--- src/rtl/pu_sequencer.sv ---
// pu_sequencer: walks every neuron of a layer, slices weight/input rows into
// 8-byte chunks for the 8-lane PU, sequences ld_mult/ld_add/acc and writes the
// PU ReLU output of each neuron into the result buffer.
module pu_sequencer #(
    parameter int N_IN     = 62,
    parameter int N_NEURON = 30,
    parameter int ADDR_W   = 5
) (
    input  logic                clk,
    input  logic                rst,
    input  logic                start,
    input  logic [8*N_IN-1:0]   w_row,
    input  logic [8*N_IN-1:0]   x_row,
    input  logic [7:0]          b_in,
    input  logic [7:0]          pu_out,
    output logic [ADDR_W-1:0]   w_addr,
    output logic                mem_read,
    output logic [63:0]         x,
    output logic [63:0]         w,
    output logic [7:0]          bias,
    output logic                ld_mult,
    output logic                ld_add,
    output logic                acc,
    output logic                result_we,
    output logic [ADDR_W-1:0]   result_addr,
    output logic [7:0]          result_data,
    output logic                busy,
    output logic                done
);
    localparam int NCHUNK = (N_IN + 7) / 8;
    localparam int ROW_W  = 8 * N_IN;
    localparam int PAD_W  = 64 * NCHUNK;
    localparam int CW     = (NCHUNK > 1) ? $clog2(NCHUNK) : 1;

    typedef enum logic [2:0] {S_IDLE, S_FETCH, S_RUN, S_DRAIN, S_WRITE, S_DONE} state_t;

    state_t              r_state, w_state_nxt;
    logic [ADDR_W-1:0]   r_neuron, w_neuron_nxt;
    logic [CW-1:0]       r_chunk, w_chunk_nxt;
    logic [ROW_W-1:0]    r_wrow, r_xrow;

    logic [ADDR_W-1:0]   r_w_addr, r_result_addr;
    logic                r_mem_read, r_ld_mult, r_ld_add, r_acc;
    logic                r_result_we, r_busy, r_done;
    logic [63:0]         r_x, r_w;
    logic [7:0]          r_bias, r_result_data;

    logic                w_ld_add_nxt, w_acc_nxt;
    logic [PAD_W-1:0]    w_xpad, w_wpad, w_xsh, w_wsh;
    logic [CW+5:0]       w_shamt;

    // Chunk 0 goes out on the same edge the rows are latched, so it is taken
    // from the memory inputs while in FETCH; later chunks use the latches.
    // Rows are left-aligned into a 64-bit multiple so the tail is zero-padded.
    assign w_xpad  = PAD_W'(r_state == S_FETCH ? x_row : r_xrow) << (PAD_W - ROW_W);
    assign w_wpad  = PAD_W'(r_state == S_FETCH ? w_row : r_wrow) << (PAD_W - ROW_W);
    assign w_shamt = {w_chunk_nxt, 6'b0};
    assign w_xsh   = w_xpad << w_shamt;
    assign w_wsh   = w_wpad << w_shamt;

    // Next-state and next control values; outputs are registered from these
    // so PU controls line up with the state they belong to.
    always_comb begin
        w_state_nxt  = r_state;
        w_neuron_nxt = r_neuron;
        w_chunk_nxt  = r_chunk;
        case (r_state)
            S_IDLE: if (start) begin
                w_state_nxt  = S_FETCH;
                w_neuron_nxt = '0;
            end
            S_FETCH: begin
                w_state_nxt = S_RUN;
                w_chunk_nxt = '0;
            end
            S_RUN: begin
                if (r_chunk == CW'(NCHUNK - 1)) w_state_nxt = S_DRAIN;
                else                            w_chunk_nxt = r_chunk + CW'(1);
            end
            S_DRAIN: w_state_nxt = S_WRITE;
            S_WRITE: begin
                if (r_neuron == ADDR_W'(N_NEURON - 1)) begin
                    w_state_nxt = S_DONE;
                end else begin
                    w_state_nxt  = S_FETCH;
                    w_neuron_nxt = r_neuron + ADDR_W'(1);
                end
            end
            default: w_state_nxt = S_IDLE;
        endcase
        w_ld_add_nxt = ((w_state_nxt == S_RUN) && (w_chunk_nxt != '0)) || (w_state_nxt == S_DRAIN);
        w_acc_nxt    = ((w_state_nxt == S_RUN) && (w_chunk_nxt > CW'(1)))
                     || ((w_state_nxt == S_DRAIN) && (NCHUNK >= 2));
    end

    // State, counters, row/bias latches and all registered outputs.
    always_ff @(posedge clk or negedge rst) begin
        if (!rst) begin
            r_state       <= S_IDLE;
            r_neuron      <= '0;
            r_chunk       <= '0;
            r_wrow        <= '0;
            r_xrow        <= '0;
            r_w_addr      <= '0;
            r_mem_read    <= 1'b0;
            r_x           <= '0;
            r_w           <= '0;
            r_bias        <= '0;
            r_ld_mult     <= 1'b0;
            r_ld_add      <= 1'b0;
            r_acc         <= 1'b0;
            r_result_we   <= 1'b0;
            r_result_addr <= '0;
            r_result_data <= '0;
            r_busy        <= 1'b0;
            r_done        <= 1'b0;
        end else begin
            r_state    <= w_state_nxt;
            r_neuron   <= w_neuron_nxt;
            r_chunk    <= w_chunk_nxt;
            r_mem_read <= (w_state_nxt == S_FETCH);
            if (w_state_nxt == S_FETCH) r_w_addr <= w_neuron_nxt;
            if (r_state == S_FETCH) begin
                r_wrow <= w_row;
                r_xrow <= x_row;
                r_bias <= b_in;
            end
            r_ld_mult <= (w_state_nxt == S_RUN);
            r_ld_add  <= w_ld_add_nxt;
            r_acc     <= w_acc_nxt;
            r_x       <= (w_state_nxt == S_RUN) ? w_xsh[PAD_W-1 -: 64] : 64'h0;
            r_w       <= (w_state_nxt == S_RUN) ? w_wsh[PAD_W-1 -: 64] : 64'h0;
            // Accumulator settles at the end of DRAIN, so pu_out is captured
            // at the end of WRITE and presented with the strobe next cycle.
            r_result_we <= (r_state == S_WRITE);
            if (r_state == S_WRITE) begin
                r_result_addr <= r_neuron;
                r_result_data <= pu_out;
            end
            r_done <= (r_state == S_DONE);
            if (r_state == S_IDLE && start) r_busy <= 1'b1;
            else if (r_state == S_DONE)     r_busy <= 1'b0;
        end
    end

    assign w_addr      = r_w_addr;
    assign mem_read    = r_mem_read;
    assign x           = r_x;
    assign w           = r_w;
    assign bias        = r_bias;
    assign ld_mult     = r_ld_mult;
    assign ld_add      = r_ld_add;
    assign acc         = r_acc;
    assign result_we   = r_result_we;
    assign result_addr = r_result_addr;
    assign result_data = r_result_data;
    assign busy        = r_busy;
    assign done        = r_done;
endmodule

--- config.mk ---
export PLATFORM = sky130hd
export DESIGN_NAME = pu_sequencer
export DESIGN_NICKNAME = d
export VERILOG_FILES = /design/src/rtl/pu_sequencer.sv
export SDC_FILE = /design/constraint.sdc
export NUM_CORES = 2
export LEC_CHECK = 0
export ABC_CLOCK_PERIOD_IN_PS = 2400
export CAP_MARGIN = 15
export CORE_AREA = 2 2 462 464
export DETAILED_ROUTE_END_ITERATION = 10
export DIE_AREA = 0 0 464 466
export MAX_ROUTING_LAYER = met4
export SKIP_CTS_REPAIR_TIMING = 1
export SLEW_MARGIN = 10
export SYNTH_ARGS = -nofsm -noshare
export SYNTH_HDL_FRONTEND = slang
export SYNTH_SLANG_ARGS = --single-unit
--- constraint.sdc ---
create_clock -name clk -period 2.4 [get_ports clk]
set_input_delay 0.72 -clock clk [delete_from_list [all_inputs] [get_ports clk]]
set_output_delay 0.72 -clock clk [all_outputs]
set_load 0.01 [all_outputs]
# --- Word-level counts from Yosys, hierarchy flattened ---
# Cells that the tools add are included.
totals:
  regBits: 1164
  latch_bits: 0
  ram_bits: 0
  mem_bits_ro: 0
  mem_count: 0
op_classes:
  addsub: 2
  mul: 0
  div_mod_pow: 0
  magnitude_cmp: 1
  eq_ne: 10
  shift: 2
  n_mux: 15
  bitwise: 0
  n_reduce_logical: 8
ops:
  columns: ["cell", "n"]
  rows:
  - ["512-bit by 9-bit left shift with 512-bit output", 2]
  - ["496-bit 2-to-1 mux", 2]
  - ["64-bit 2-to-1 mux", 2]
  - ["3-bit one-hot mux with 5 select lines", 1]
  - ["3-bit by 2-bit equality test with 1-bit output, second input constant", 4]
  - ["3-bit 2-to-1 mux", 4]
  - ["5-bit 2-to-1 mux", 2]
  - ["5-bit one-hot mux with 2 select lines", 1]
  - ["3-bit equality test, second input constant", 3]
  - ["3-bit by 1-bit equality test with 1-bit output, second input constant", 2]
  - ["3-bit one-hot mux with 2 select lines", 1]
  - ["5-bit by 1-bit adder with 5-bit output, second input constant", 1]
  - ["5-bit equality test, second input constant", 1]
  - ["3-bit by 1-bit adder with 3-bit output, second input constant", 1]
  - ["3-bit by 1-bit > comparator with 1-bit output, second input constant", 1]
  - ["1-bit logical AND", 3]
  - ["3-bit zero test", 1]
  - ["3-bit nonzero test", 1]
  - ["1-bit logical OR", 2]
  - ["1-bit 2-to-1 mux", 2]
  - ["2-bit nonzero test", 1]

# --- Logic depth before layout (Yosys ltp) ---
depth:
  depth_word: 6
  ltp_mapped: 12
  depth_no_buf: 8

# --- Worst setup path before layout ---
# OpenSTA, ideal clock, no wires.
synth_path:
  path_type: "reg-to-reg"
  from: "register r_chunk[0]"
  to: "register r_x[16] (netlist: x[16])"
  setup_ns: 0.141
  t_arrival_ns: 2.249
  required_time_ns: 2.259
  path_slack_ns: 0.010
  stages_incl_launch_ff: 11
  path_buffers: 4
  period_less_slack_ns: 2.390
  path_cell_list: "dfrtp_1 ha_1 buf_4 a21bo_2 or3_1 and2_1 buf_6 nand3_2 buf_2 buf_2 o221ai_1"
synth_between:
  elab_chain_cells: 5
synth_lines:
  columns: ["element", "line_no", "text"]
  rows:
  - ["start, declared", "39", "logic [CW-1:0] r_chunk, w_chunk_nxt;"]
  - ["start signal, assigned", "120", "r_chunk <= w_chunk_nxt;"]
  - ["3-bit by 1-bit adder with 3-bit output / 3-bit equality test (equally long branches)", "78, 77", null]
  - ["3-bit 2-to-1 mux", "77", "if (r_chunk == CW'(NCHUNK - 1)) w_state_nxt = S_DRAIN;"]
  - ["3-bit one-hot mux with 2 select lines / 3-bit one-hot mux with 5 select lines (equally long branches)", "67", "case (r_state)"]
  - ["512-bit by 9-bit left shift with 512-bit output / 3-bit by 2-bit equality test with 1-bit output (equally long branches)", "58, 131", null]
  - ["64-bit 2-to-1 mux (*)", "131", "r_x <= (w_state_nxt == S_RUN) ? w_xsh[PAD_W-1 -: 64] : 64'h0;"]
  - ["end signal, assigned", "131", null]
  - ["end, declared", "45", "logic [63:0] r_x, r_w;"]
# Every way passes the cells marked *; elsewhere a longest branch is shown, timed or not.
# A chain may end at the register's enable or synchronous reset.

# --- Final worst setup path ---
layout_path:
  from: "register r_chunk[0]"
  to: "register r_x[21] (netlist: x[21])"
# Same word-level chain as after synthesis.

==> summary.txt <==
Status
  • Run status: finished, violations left
  • Failing checks: setup timing

Final layout
  • P&R area growth vs syn: 48.5%
  • Final Net Count: 6882
  • Fillers: 20.7k
  • Share of layout cells above drive strength 1: 0.206

Critical path
  • Req. time, crit path: ~3100 ps
  • CP Data Arrival Time: around 3300 ps
  • Largest fanout on the critical path: 6
  • Startpoint types: register
  • Crit Path Category: register to register
  • Endpoint class of the critical path: register

Pwr
  • Combinational power share: 0.291
  • Switching power: 19.5 mW
  • Static Leak: 35.6 nW
  • Cell-internal power: 44.3 mW
  • VDD IR max: 0.000696 V
  • P per Cell Area: between 800 and 900 mW/mm^2
  • Clock network fraction of design power: 0.349
  • Sequential share of power: 0.361
  • Switching Share: 0.306

Timing
  • Final worst slack: -213 ps
  • Skew final: between 20 and 30 ps
  • Worst slew margin: 0.498
  • Period utilization: 1.09
  • Setup_tns: -8870 ps
  • Fin. max-slew vios: 0
  • Final Hold Fails: 0
  • Max Fclk: around 0.38 GHz
  • Worst-margin pin slew: between 700 and 800 ps
  • # setup viols final: 119
  • Unrepaired setup endpoints after global routing: yes
  • Min cycle time layout: 2610 ps

Floorplanning
  • Row Count: 169
  • Top Ports: ~1.2k
  • Die Ht: 466 um
  • Die width: 464 um
  • Initial core utilization: 0.239
  • Core Footprint: 0.211 mm^2
  • Die ar.: 0.216 mm^2

Placed design
  • PortBufs: between 1k and 1.5k
  • Detail Placement HPWL: 165 mm
  • Pre-CTS setup slack: -519 ps
  • GPL Wtd Cong: 0.908

Clock network
  • CTS Buf Count: between 100 and 150
  • Root buf cell: clkbuf_16
  • CTS Sinks: 1164
  • CTS tree: yes
  • Clock latency on the worst-skew pair: slightly below 800 ps
  • Max H-tree Level: 4
  • CTS max path bufs: 3
  • Worst-path clk slew: 60 ps

Drt
  • Drt drc: 0
  • Via Count: 40.7k
  • Drt total wl: 219 mm
  • Via-to-Cell Ratio: about 4.6
  • DRT antenna net count: 0
  • Pre-antenna DRT Iters: 8
  • Starting DRT DRC Count: around 3.3k
  • Wire per inst: 24.6 um

Yosys
  • Commonest cells in the netlist: 1351 x nand2_1, 1164 x dfrtp_1, 482 x mux2_2
  • Fraction of registers with async set/reset: 1.00
  • Area share of the largest cell type after synthesis: 0.577
  • Mapped Area: 0.0505 mm^2
  • Count leader, synth: nand2_1
  • Post-synth cell types: 52
  • Flops & latches, synth: 1164
  • Yosys warning count: 0
  • Synth Net Count: 5462
  • Leading area contributor after synthesis: dfrtp_1
  • Syn avg cell area: 11.3 um^2
  • Post-synth EDFFs: 0
  • Dominant cells by area after synthesis: dfrtp_1 58%, mux2_2 11%, nand2_1 10%
  • Seq/Total Area, Yosys: 0.577
  • Top_reg_cell synth: dfrtp_1
  • Post-Synthesis Cells: between 4k and 5k

Global routing
  • Pin count of the biggest net entering global routing: 87
  • Antenna violations before repair: 89
  • Global Route Usage Sum: 0.197
  • Grt ovf: 0
  • First-pass GRT wire length: 303 mm
  • Vias in the first global route: 42.1k

Min path
  • Worst Hold Class: register to register

Run
  • Max cap viols: 0
[final timing paths]
kind	end	startpoint	cells after the start	slack [ps]
min in group asynchronous	r_xrow[395]$_DFFE_PN0N_	rst	2	470
setup / recovery	x[21]$_DFF_PN0_	r_chunk[0]$_DFF_PN0_	10	-210
max in group asynchronous	w[28]$_DFF_PN0_	rst	4	920
setup reg to reg	x[21]$_DFF_PN0_	r_chunk[0]$_DFF_PN0_	10	-210
hold reg to reg	r_wrow[180]$_DFFE_PN0N_	r_wrow[180]$_DFFE_PN0N_	2	460
hold / removal	r_wrow[180]$_DFFE_PN0N_	r_wrow[180]$_DFFE_PN0N_	2	460
[sequential cells by signal (all words and copies together), names as in the netlist, 3 cells and up]
signal and cells:
x 64, w_addr 5, r_chunk 3, result_addr 5
r_neuron 5, r_xrow 496, r_wrow 496, bias 8
r_state 3, w 64, result_data 8
[metrics by stage]
stage	instances	utilization	area [um^2]	power [mW]	hold WS, ps
2_1_floorplan	4448	-	50500	31.9	424
3_3_place_gp	8512	0.323	68300	40.8	443
3_5_place_dp	8512	0.323	68300	41.0	450
4_1_cts	8755	0.346	73200	63.5	-219
5_1_grt	8862	0.355	74900	66.6	430
6_report	8873	0.355	74900	63.9	457
[power groups by stage]
| stage | combinational [mW] | sequential (mW) | clock, mW |
|---|---|---|---|
| after floorplan | 8.60 | 23.3 | 0 |
| after global placement | 17.4 | 23.3 | 0 |
| after detailed placement | 17.6 | 23.4 | 0 |
| after CTS | 17.7 | 23.1 | 22.7 |
| after global routing | 19.9 | 23.2 | 23.5 |
| final | 18.6 | 23.0 | 22.3 |
[critical path, stage by stage (launching register included)]
cell and delay [ps]:
dfrtp_1 380, ha_2 210, a21bo_2 240, a221oi_4 310, buf_12 240, clkinv_16 110, mux2i_2 270, buf_4 180
o32a_1 240, buf_12 150, o221ai_2 70
[placed cells by master, fill, tap and decap left out, drive strengths merged, types with 2 or more instances in the layout]
cell type	Yosys	routed
and2	4	4
o221ai	96	96
o31ai	2	2
a21o	5	5
nand4	2	2
clkinv	1	20
a32oi	32	32
dfrtp	1164	1164
nand2b	39	39
clkbuf	113	210
clkinvlp	0	7
o22ai	3	3
clkdlybuf4s50	0	1009
nand3	166	166
o21ai	106	106
nand2	1351	1351
nor2b	2	2
mux2	514	514
a21oi	6	6
a22o	2	2
mux2i	382	382
a31oi	32	32
and3	3	3
bufinv	0	13
o211ai	33	33
or3	3	3
a21boi	2	2
a221oi	2	2
ha	3	3
buf	193	400
inv	71	82
o32a	96	96
nor2	10	10
nor3	2	2
dlymetal6s2s	0	161
diode	0	79
xor2	2	2
[final cells by class]
type / count / area, um^2 / share of cell area
inverters: 72 / 304 / 0.00406
well taps: 2821 / 3530 / 0.0471
flip-flops and latches: 1164 / 29100 / 0.389
repair inverters: 2 / 36.3 / 0.000484
diodes: 79 / 198 / 0.00264
clock buffers: 195 / 4090 / 0.0546
clock inverters: 48 / 736 / 0.00982
repair buffers: 1586 / 17100 / 0.228
multi-input cells: 2906 / 19800 / 0.264
[metal layers]
| layer | vias to the layer above | global-route usage | share of wire |
|---|---|---|---|
| li1 | 18251 | - | - |
| met1 | 20509 | 0.248 | 0.43 |
| met2 | 1606 | 0.309 | 0.47 |
| met3 | 296 | 0.0447 | 0.067 |
| met4 | 0 | 0.0753 | 0.032 |
| met5 | - | - | 0 |
[cell families (layout without fill, tap and decap cells)]
kind of cell / count (synthesis) / in the layout / synth area share
DFF: 1164 / 1164 / 0.577
other: 0 / 79 / 0
buffers and inverters: 378 / 1903 / 0.0365
muxes: 896 / 896 / 0.190
xor gates and xnor gates: 2 / 2 / 0.000347
and+or+nand+nor: 1585 / 1585 / 0.125
adders and majority gates: 3 / 3 / 0.000744
AOI/OAI and AO/OA: 420 / 420 / 0.0696
Note: power is estimated with default switching activity, not from simulation.
